## src/rtl/rx_bit_packer.sv

```systemverilog
// Packs the demodulated bit stream LSB-first into 32-bit AXI4-Stream words, buffered by a 2-entry output buffer.
// Optional partial-word flush on idle timeout is enabled by defining PACKER_TIMEOUT_EN.
module rx_bit_packer #(
  parameter int WORDS_PER_PKT  = 64,
  parameter int TIMEOUT_CYCLES = 4096
) (
  input  logic        adc_dco_clk,
  input  logic        rst,
  input  logic        bit_valid,
  input  logic        bit_data,
  output logic [31:0] m_axis_tdata,
  output logic [3:0]  m_axis_tkeep,
  output logic        m_axis_tlast,
  output logic        m_axis_tvalid,
  input  logic        m_axis_tready,
  output logic        overrun,
  output logic [15:0] drop_cnt
);

  typedef enum logic [1:0] {EMPTY, ONE, TWO} occ_t;

  typedef struct packed {
    logic [31:0] dat;
    logic [3:0]  keep;
    logic        last;
  } beat_t;

  localparam logic [15:0] LAST_IDX = 16'(WORDS_PER_PKT - 1);

  logic [31:0] shreg;
  logic [5:0]  bit_cnt;
  logic [15:0] word_cnt;
  occ_t        occ;
  beat_t       head;
  beat_t       tail;
  beat_t       new_beat;

  logic full_bit;
  logic flush;
  logic complete;
  logic hs;
  logic drop;
  logic push;

  assign full_bit = bit_valid && (bit_cnt == 6'd31);
  assign complete = full_bit || flush;
  assign hs       = m_axis_tvalid && m_axis_tready;
  assign drop     = complete && (occ == TWO) && !hs;
  assign push     = complete && !drop;

`ifdef PACKER_TIMEOUT_EN
  localparam int IW = $clog2(TIMEOUT_CYCLES);
  localparam logic [IW-1:0] IDLE_LAST = IW'(TIMEOUT_CYCLES - 1);

  logic [IW-1:0] idle_cnt;
  logic [3:0]    flush_keep;

  // A bit arriving in the timeout cycle wins: the flush is suppressed and the bit packs normally.
  assign flush = !bit_valid && (bit_cnt != 6'd0) && (idle_cnt == IDLE_LAST);

  always_ff @(posedge adc_dco_clk) begin
    if (rst || bit_valid || bit_cnt == 6'd0 || flush) idle_cnt <= '0;
    else                                             idle_cnt <= idle_cnt + 1'b1;
  end

  always_comb begin
    flush_keep = 4'hF;
    if (bit_cnt <= 6'd8)       flush_keep = 4'h1;
    else if (bit_cnt <= 6'd16) flush_keep = 4'h3;
    else if (bit_cnt <= 6'd24) flush_keep = 4'h7;
  end

  always_comb begin
    new_beat.dat  = full_bit ? {bit_data, shreg[30:0]} : shreg;
    new_beat.keep = flush ? flush_keep : 4'hF;
    new_beat.last = flush || (word_cnt == LAST_IDX);
  end
`else
  localparam int unused_timeout = TIMEOUT_CYCLES;

  assign flush = 1'b0;

  always_comb begin
    new_beat.dat  = {bit_data, shreg[30:0]};
    new_beat.keep = 4'hF;
    new_beat.last = (word_cnt == LAST_IDX);
  end
`endif

  // Shift register is cleared on every completion so a flushed word has zeroed unfilled bits.
  always_ff @(posedge adc_dco_clk) begin
    if (rst) begin
      shreg    <= '0;
      bit_cnt  <= '0;
      word_cnt <= '0;
      overrun  <= 1'b0;
      drop_cnt <= '0;
    end else begin
      if (bit_valid) begin
        if (full_bit) begin
          shreg   <= '0;
          bit_cnt <= '0;
        end else begin
          shreg[bit_cnt[4:0]] <= bit_data;
          bit_cnt             <= bit_cnt + 6'd1;
        end
      end else if (flush) begin
        shreg   <= '0;
        bit_cnt <= '0;
      end
      if (push) word_cnt <= new_beat.last ? 16'd0 : word_cnt + 16'd1;
      if (drop) begin
        overrun <= 1'b1;
        if (drop_cnt != 16'hFFFF) drop_cnt <= drop_cnt + 16'd1;
      end
    end
  end

  // Output buffer: head is always the beat on the bus; tail holds the second word.
  always_ff @(posedge adc_dco_clk) begin
    if (rst) begin
      occ           <= EMPTY;
      head          <= '0;
      tail          <= '0;
      m_axis_tvalid <= 1'b0;
    end else begin
      case (occ)
        EMPTY: begin
          if (push) begin
            head          <= new_beat;
            occ           <= ONE;
            m_axis_tvalid <= 1'b1;
          end
        end
        ONE: begin
          if (hs && push) begin
            head <= new_beat;
          end else if (hs) begin
            occ           <= EMPTY;
            m_axis_tvalid <= 1'b0;
          end else if (push) begin
            tail <= new_beat;
            occ  <= TWO;
          end
        end
        TWO: begin
          if (hs) begin
            head <= tail;
            if (push) tail <= new_beat;
            else      occ  <= ONE;
          end
        end
        default: begin
          occ           <= EMPTY;
          m_axis_tvalid <= 1'b0;
        end
      endcase
    end
  end

  assign m_axis_tdata = head.dat;
  assign m_axis_tkeep = head.keep;
  assign m_axis_tlast = head.last;

endmodule

```

## config.mk

```make
export PLATFORM = sky130hd
export DESIGN_NAME = rx_bit_packer
export DESIGN_NICKNAME = d
export VERILOG_FILES = /design/src/rtl/rx_bit_packer.sv
export SDC_FILE = /design/constraint.sdc
export NUM_CORES = 1
export LEC_CHECK = 0
export ABC_AREA = 1
export BUFFER_PORTS_ARGS = -buffer_cell sky130_fd_sc_hd__buf_2
export CORE_UTILIZATION = 45
export CTS_CLUSTER_DIAMETER = 120
export DETAILED_ROUTE_END_ITERATION = 12
export PLACE_DENSITY = 0.62
export SYNTH_ARGS = -nofsm -noshare
export SYNTH_HDL_FRONTEND = slang
export SYNTH_SLANG_ARGS = --single-unit
```

## constraint.sdc

```tcl
create_clock -name adc_dco_clk -period 2.1 [get_ports adc_dco_clk]
set_input_delay 0.21 -clock adc_dco_clk [delete_from_list [all_inputs] [get_ports adc_dco_clk]]
set_output_delay 0.21 -clock adc_dco_clk [all_outputs]
set_load 0.01 [all_outputs]
```

# Yosys cells after proc, flatten, opt, wreduce, memory -nomap -nowiden
# Cells that the tools add are included.
totals:
  output_inout_bits: 55
  wordCells: 75
  ff_bits: 148
  inputBits: 5
classes:
  eq_ne: 13
  add_sub_neg: 3
  n_lt_le_gt_ge: 2
  bitwise_logic: 1
  reduce_logical: 17
  n_mux: 26
ops:
  columns: ["operator", "count"]
  rows:
  - ["37-bit 2-to-1 mux", 7]
  - ["37-bit one-hot mux with 3 select lines", 1]
  - ["37-bit one-hot mux with 2 select lines", 1]
  - ["16-bit by 1-bit adder with 16-bit output, second input constant", 2]
  - ["32-bit bitwise mux", 1]
  - ["32-bit 2-to-1 mux", 1]
  - ["16-bit by 6-bit == test with 1-bit output, second input constant", 1]
  - ["16-bit 2-to-1 mux", 1]
  - ["16-bit != test, second input constant", 1]
  - ["2-bit != test, second input constant", 7]
  - ["2-bit 2-to-1 mux", 6]
  - ["4-bit AND reduction", 3]
  - ["1-bit logical AND", 7]
  - ["6-bit by 1-bit adder with 6-bit output, second input constant", 1]
  - ["6-bit by 5-bit == test with 1-bit output, second input constant", 1]
  - ["5-bit by 6-bit less-than comparator with 1-bit output, second input constant", 1]
  - ["6-bit 2-to-1 mux", 1]
  - ["2-bit one-hot mux with 3 select lines", 1]
  - ["1-bit demux with 5-bit select", 1]
  - ["5-bit by 1-bit greater-or-equal comparator with 1-bit output, second input constant", 1]
  - ["5-bit AND reduction", 1]
  - ["1-bit 2-to-1 mux", 4]
  - ["3-bit != test, second input constant", 1]
  - ["1-bit one-hot mux with 3 select lines", 1]
  - ["8 further kinds", 9]

# Longest topological paths before layout
logic_depth:
  ltp_word: 10
  mapped_depth: 11
  mapped_depth_nobuf: 10

# Least setup slack after synthesis
# Ideal clock, no wire load.
synth_timing:
  path_type: "register to register"
  start: "register bit_cnt[0]"
  end: "register head, in the netlist m_axis_tdata[21]"
  t_arrival_ps: 1564
  path_buffers: 1
  period_less_slack_ps: 1696
  required_ps: 1968
  path_stages_with_launch: 10
  setup_time_ps: 132
  slack_ps: 404
  cell_sequence: "dfxtp_1 > ha_1 > nand2_1 > nor2_4 > nand2_4 > o21ai_4 > nand2_4 > buf_6 > nand2_1 > a21oi_2"
synth_between:
  elab_chain_len: 9
synth_lines:
  columns: ["element", "line", "text"]
  rows:
  - ["from (decl)", "31", "logic [5:0] bit_cnt;"]
  - ["from (signal assigned)", "105", "bit_cnt <= bit_cnt + 6'd1;"]
  - ["6-bit by 5-bit == test with 1-bit output *", "45", "assign full_bit = bit_valid && (bit_cnt == 6'd31);"]
  - ["1-bit logical AND *", "45", null]
  - ["1-bit logical AND (2 in series)", "48", "assign drop = complete && (occ == TWO) && !hs;"]
  - ["1-bit logical NOT", "49", "assign push = complete && !drop;"]
  - ["1-bit logical AND *", "49", null]
  - ["1-bit logical AND", "136", "if (hs && push) begin"]
  - ["2-bit != test (no source line)", null, null]
  - ["4-bit AND reduction (no source line) *", null, null]
  - ["to (signal assigned)", "130", "head <= new_beat;"]
  - ["to (signal assigned)", "137", "head <= new_beat;"]
  - ["to (signal assigned)", "148", "head <= tail;"]
  - ["to (decl)", "34", "beat_t head;"]
# Every way passes the cells marked *; elsewhere a longest branch is shown, timed or not.
# A chain may end at the register's enable or synchronous reset.

# Final worst setup path
layout_timing:
  start: "register bit_cnt[1]"
  end: "register head, in the netlist m_axis_tkeep[2]"
# The elaborated chain is that of the path after synthesis.

==> results.md <==
### Status
• **status** complete, no violations

### Global routing
• **first-pass GRT wire length** 25.9 mm
• **number of antenna violations at the first check in global routing** 0
• **maximum number of pins on one net before global-route repair** 71
• **vias in the first global route** 5310
• **total global-route track usage** 0.222
• **total gr overflow** 0

### Floorplan
• **Vert. Die Dim** 122 µm
• **num rows** 43
• **die area** 0.0149 mm²
• **core region area** 0.0139 mm²
• **initial core utilization** 0.465
• **Ports** 60
• **width of the die** 122 µm

### Clocking
• **CTS tree** built
• **CTS H-Tree Depth** 4
• **TritonCTS buffer count** 17
• **worst-skew pair later-pin latency** 0.42 ns
• **number of hold buffers added after CTS** 0
• **worst-case clock buffer depth** 2
• **clock-pin slew of the registers on the worst-case setup and hold paths** 0.06 ns
• **buffer type at the clock tree root** clkbuf_16
• **clock sinks** 141

### Setup path
• **required arrival time at the worst endpoint** 2.44 ns
• **R2R setup slack** 0.16 ns
• **data arrival time of the worst path** 2.27 ns
• **critical path launch point type** flop
• **worst r2r dst** m_axis_tkeep[2]$_SDFFE_PP0P_
• **reg2reg start** bit_cnt[1]$_SDFFE_PP0P_
• **path type of the worst setup path** flop to flop
• **worst reg-to-reg path cell count** 9
• **CP Capture Type** flop
• **critical path launch point** bit_cnt[1]$_SDFFE_PP0P_
• **critical path peak fanout** 17

### Timing
• **Final Hold Viols** 0
• **Slew Viols, Final** 0
• **final count of negative-setup-slack endpoints** 0
• **setup skew after layout** 0.00693 ns
• **final worst hold slack** 0.118 ns
• **time the worst path needs with I/O delays and setup** 1.94 ns
• **worst-margin pin slew** 0.785 ns
• **Tcrit/Tclk final** 0.922
• **worst max-slew margin expressed relative to the limit** 0.477
• **maximum frequency from static timing analysis** 517 MHz

### Final layout
• **share of post-route cells with drive strength above 1** 0.141
• **Post-Layout Cell Count** 1169
• **number of diodes** 0
• **layout overhead on the synthesized area** 18.4%
• **final layout net count** 987

### Power and ir drop
• **overall power consumption** 6.23 mW
• **worst supply voltage drop on vdd** 0.000568 V
• **power density relative to cell area** 813 mW/mm²
• **leakage power summed over all cells** 2.89 nW

### Detailed routing
• **# DRC** 0
• **1st-iter DRT viols** 370
• **via/cell ratio** 5.08
• **first-pass iteration count of the detailed router** 5
• **final routed wire length divided by cell count** 13.5 µm
• **WL final** 15.8 mm
• **post-detailed-route count of antenna-violating nets** 0
• **total vias in the final route** 5939

### Synth
• **synthesized net count** 930
• **proportion of register bits with asynchronous set or reset after synthesis** 0
• **Synth Cell Area** 0.00648 mm²
• **portion of synthesized cell area occupied by the leading cell type** 0.436
• **mean post-synth cell area** 7.05 µm²
• **top-count cell post-synth** nand2_1
• **number of library cell types mapped by synthesis** 34
• **most used standard cells in the synthesized netlist** nand2_1 (195), dfxtp_1 (141), a21oi_1 (116)
• **Post-Syn Instances** 919
• **leading cell types by total area after synthesis** dfxtp_1 (44%), nand2_1 (11%), a21oi_1 (9.0%)
• **Warnings, synthesis** 0
• **main flop type after synthesis** dfxtp_1
• **post-synthesis sequential element count** 141
• **register area share after synthesis** 0.436
• **number of flops mapped to enable cells by yosys** 0
• **largest area contributor in the netlist** dfxtp_1

### Place
• **half-perimeter wire length of the detailed placement result** 10.5 mm
• **input/output buffers** 59
• **global placement routability congestion** 0.844
• **number of cells in the design after placement** 1132

### Min path
• **hold path start** bit_valid
• **terminating pin of the worst hold path** bit_cnt[0]$_SDFFE_PP0P_
• **kind of path behind the tightest hold check** input port to flop
• **number of cells on the worst hold path** 2

### Flow run
• **number of max-cap violations** 0

## routing by layer
metal | global-route usage | vias up | part of all wire
met1 | 0.301 | 2689 | 0.50
met4 | 0.0779 | 0 | 0.0090
met3 | 0.0534 | 15 | 0.041
li1 | - | 3131 | -
met2 | 0.343 | 104 | 0.45
met5 | 0 | - | 0
## where the power goes
group	leakage (nW)	internal, mW	switching (mW)
Sequential	1.14	2.69	0.00888
Combinational	1.43	0.0536	0.147
Clock	0.322	2.19	1.15
Total	2.89	4.93	1.30
## how the worst max path moves through the flow
stage	to	slack (ns)	cells past startpoint
finish	m_axis_tkeep[2]$_SDFFE_PP0P_	0.16	9
global route	m_axis_tkeep[2]$_SDFFE_PP0P_	-0.02	9
CTS	m_axis_tkeep[2]$_SDFFE_PP0P_	0.1	8
detailed placement	m_axis_tdata[13]$_SDFFE_PP0P_	0.16	8
global placement	m_axis_tdata[21]$_SDFFE_PP0P_	0.22	8
floorplan	m_axis_tdata[21]$_SDFFE_PP0P_	0.40	9
## logic make-up after synthesis
| family | Yosys count | share of synthesized area |
|---|---|---|
| DFF | 141 | 0.436 |
| adders and majority gates | 6 | 0.0116 |
| AOI/OAI and AO/OA | 218 | 0.176 |
| buffers and inverters | 128 | 0.0877 |
| and+or+nand+nor | 414 | 0.273 |
| xor gates and xnor gates | 12 | 0.0162 |
## area by class of cell
cell class	instances	area [µm²]
Fill cell	1359	6270
Multi-Input combinational cell	650	3100
Sequential cell	141	2820
Timing Repair Buffer	88	568
Clock buffer	20	467
Inverter	78	297
Tap cell	180	225
Clock inverter	12	190
## worst max-delay path, cell delays in order (launching register included)
cell      delay (ns)
dfxtp_1         0.40
ha_1            0.19
nand2_1         0.12
nor2_4          0.17
nand2_4         0.14
o21ai_4         0.19
buf_4           0.17
buf_12          0.15
o211ai_1        0.13
a21oi_1         0.17
## metrics by stage
| stage | util | area (µm²) | setup WS [ns] | TNS, ns |
|---|---|---|---|---|
| final | 0.550 | 7670 | 0.164 | 0 |
| after global routing | 0.550 | 7670 | -0.0233 | -0.0361 |
| after CTS | 0.545 | 7600 | 0.0962 | 0 |
| after detailed placement | 0.498 | 6940 | 0.155 | 0 |
| after global placement | 0.498 | 6940 | 0.216 | 0 |
| after floorplan | - | 6480 | 0.404 | 0 |
## placed cells by master (no fill, tap or decap), types with 2 or more instances in the layout
| cell | count |
|---|---|
| nor3_1 | 30 |
| clkinv_2 | 6 |
| buf_2 | 59 |
| nor2_1 | 102 |
| clkinvlp_4 | 2 |
| a21oi_2 | 3 |
| dfxtp_1 | 141 |
| inv_1 | 72 |
| nor2_4 | 3 |
| a211oi_1 | 7 |
| clkinv_1 | 2 |
| nand2_2 | 2 |
| o21ai_0 | 81 |
| o21ai_1 | 5 |
| ha_1 | 6 |
| buf_4 | 25 |
| o21bai_1 | 2 |
| inv_2 | 2 |
| nor2_2 | 2 |
| clkbuf_8 | 3 |
| clkbuf_16 | 18 |
| bufinv_16 | 5 |
| nand2_1 | 195 |
| nand3_1 | 65 |
| xor2_1 | 8 |
| nand4_1 | 10 |
| xnor2_1 | 4 |
| buf_12 | 3 |
| a21oi_1 | 116 |
## registers in the layout, summed over array words and instances, names as in the netlist, 2 cells and up
name,count
tail,34
m_axis_tdata,32
shreg,31
drop_cnt,16
word_cnt,16
bit_cnt,6
occ,2
## repair_timing
| item | in CTS | in global routing |
|---|---|---|
| setup endpoints to repair | 0 | 39 |
| gates resized for setup | 0 | 4 |
| setup buffers | 0 | 4 |
(Power assumes the default switching activity.)
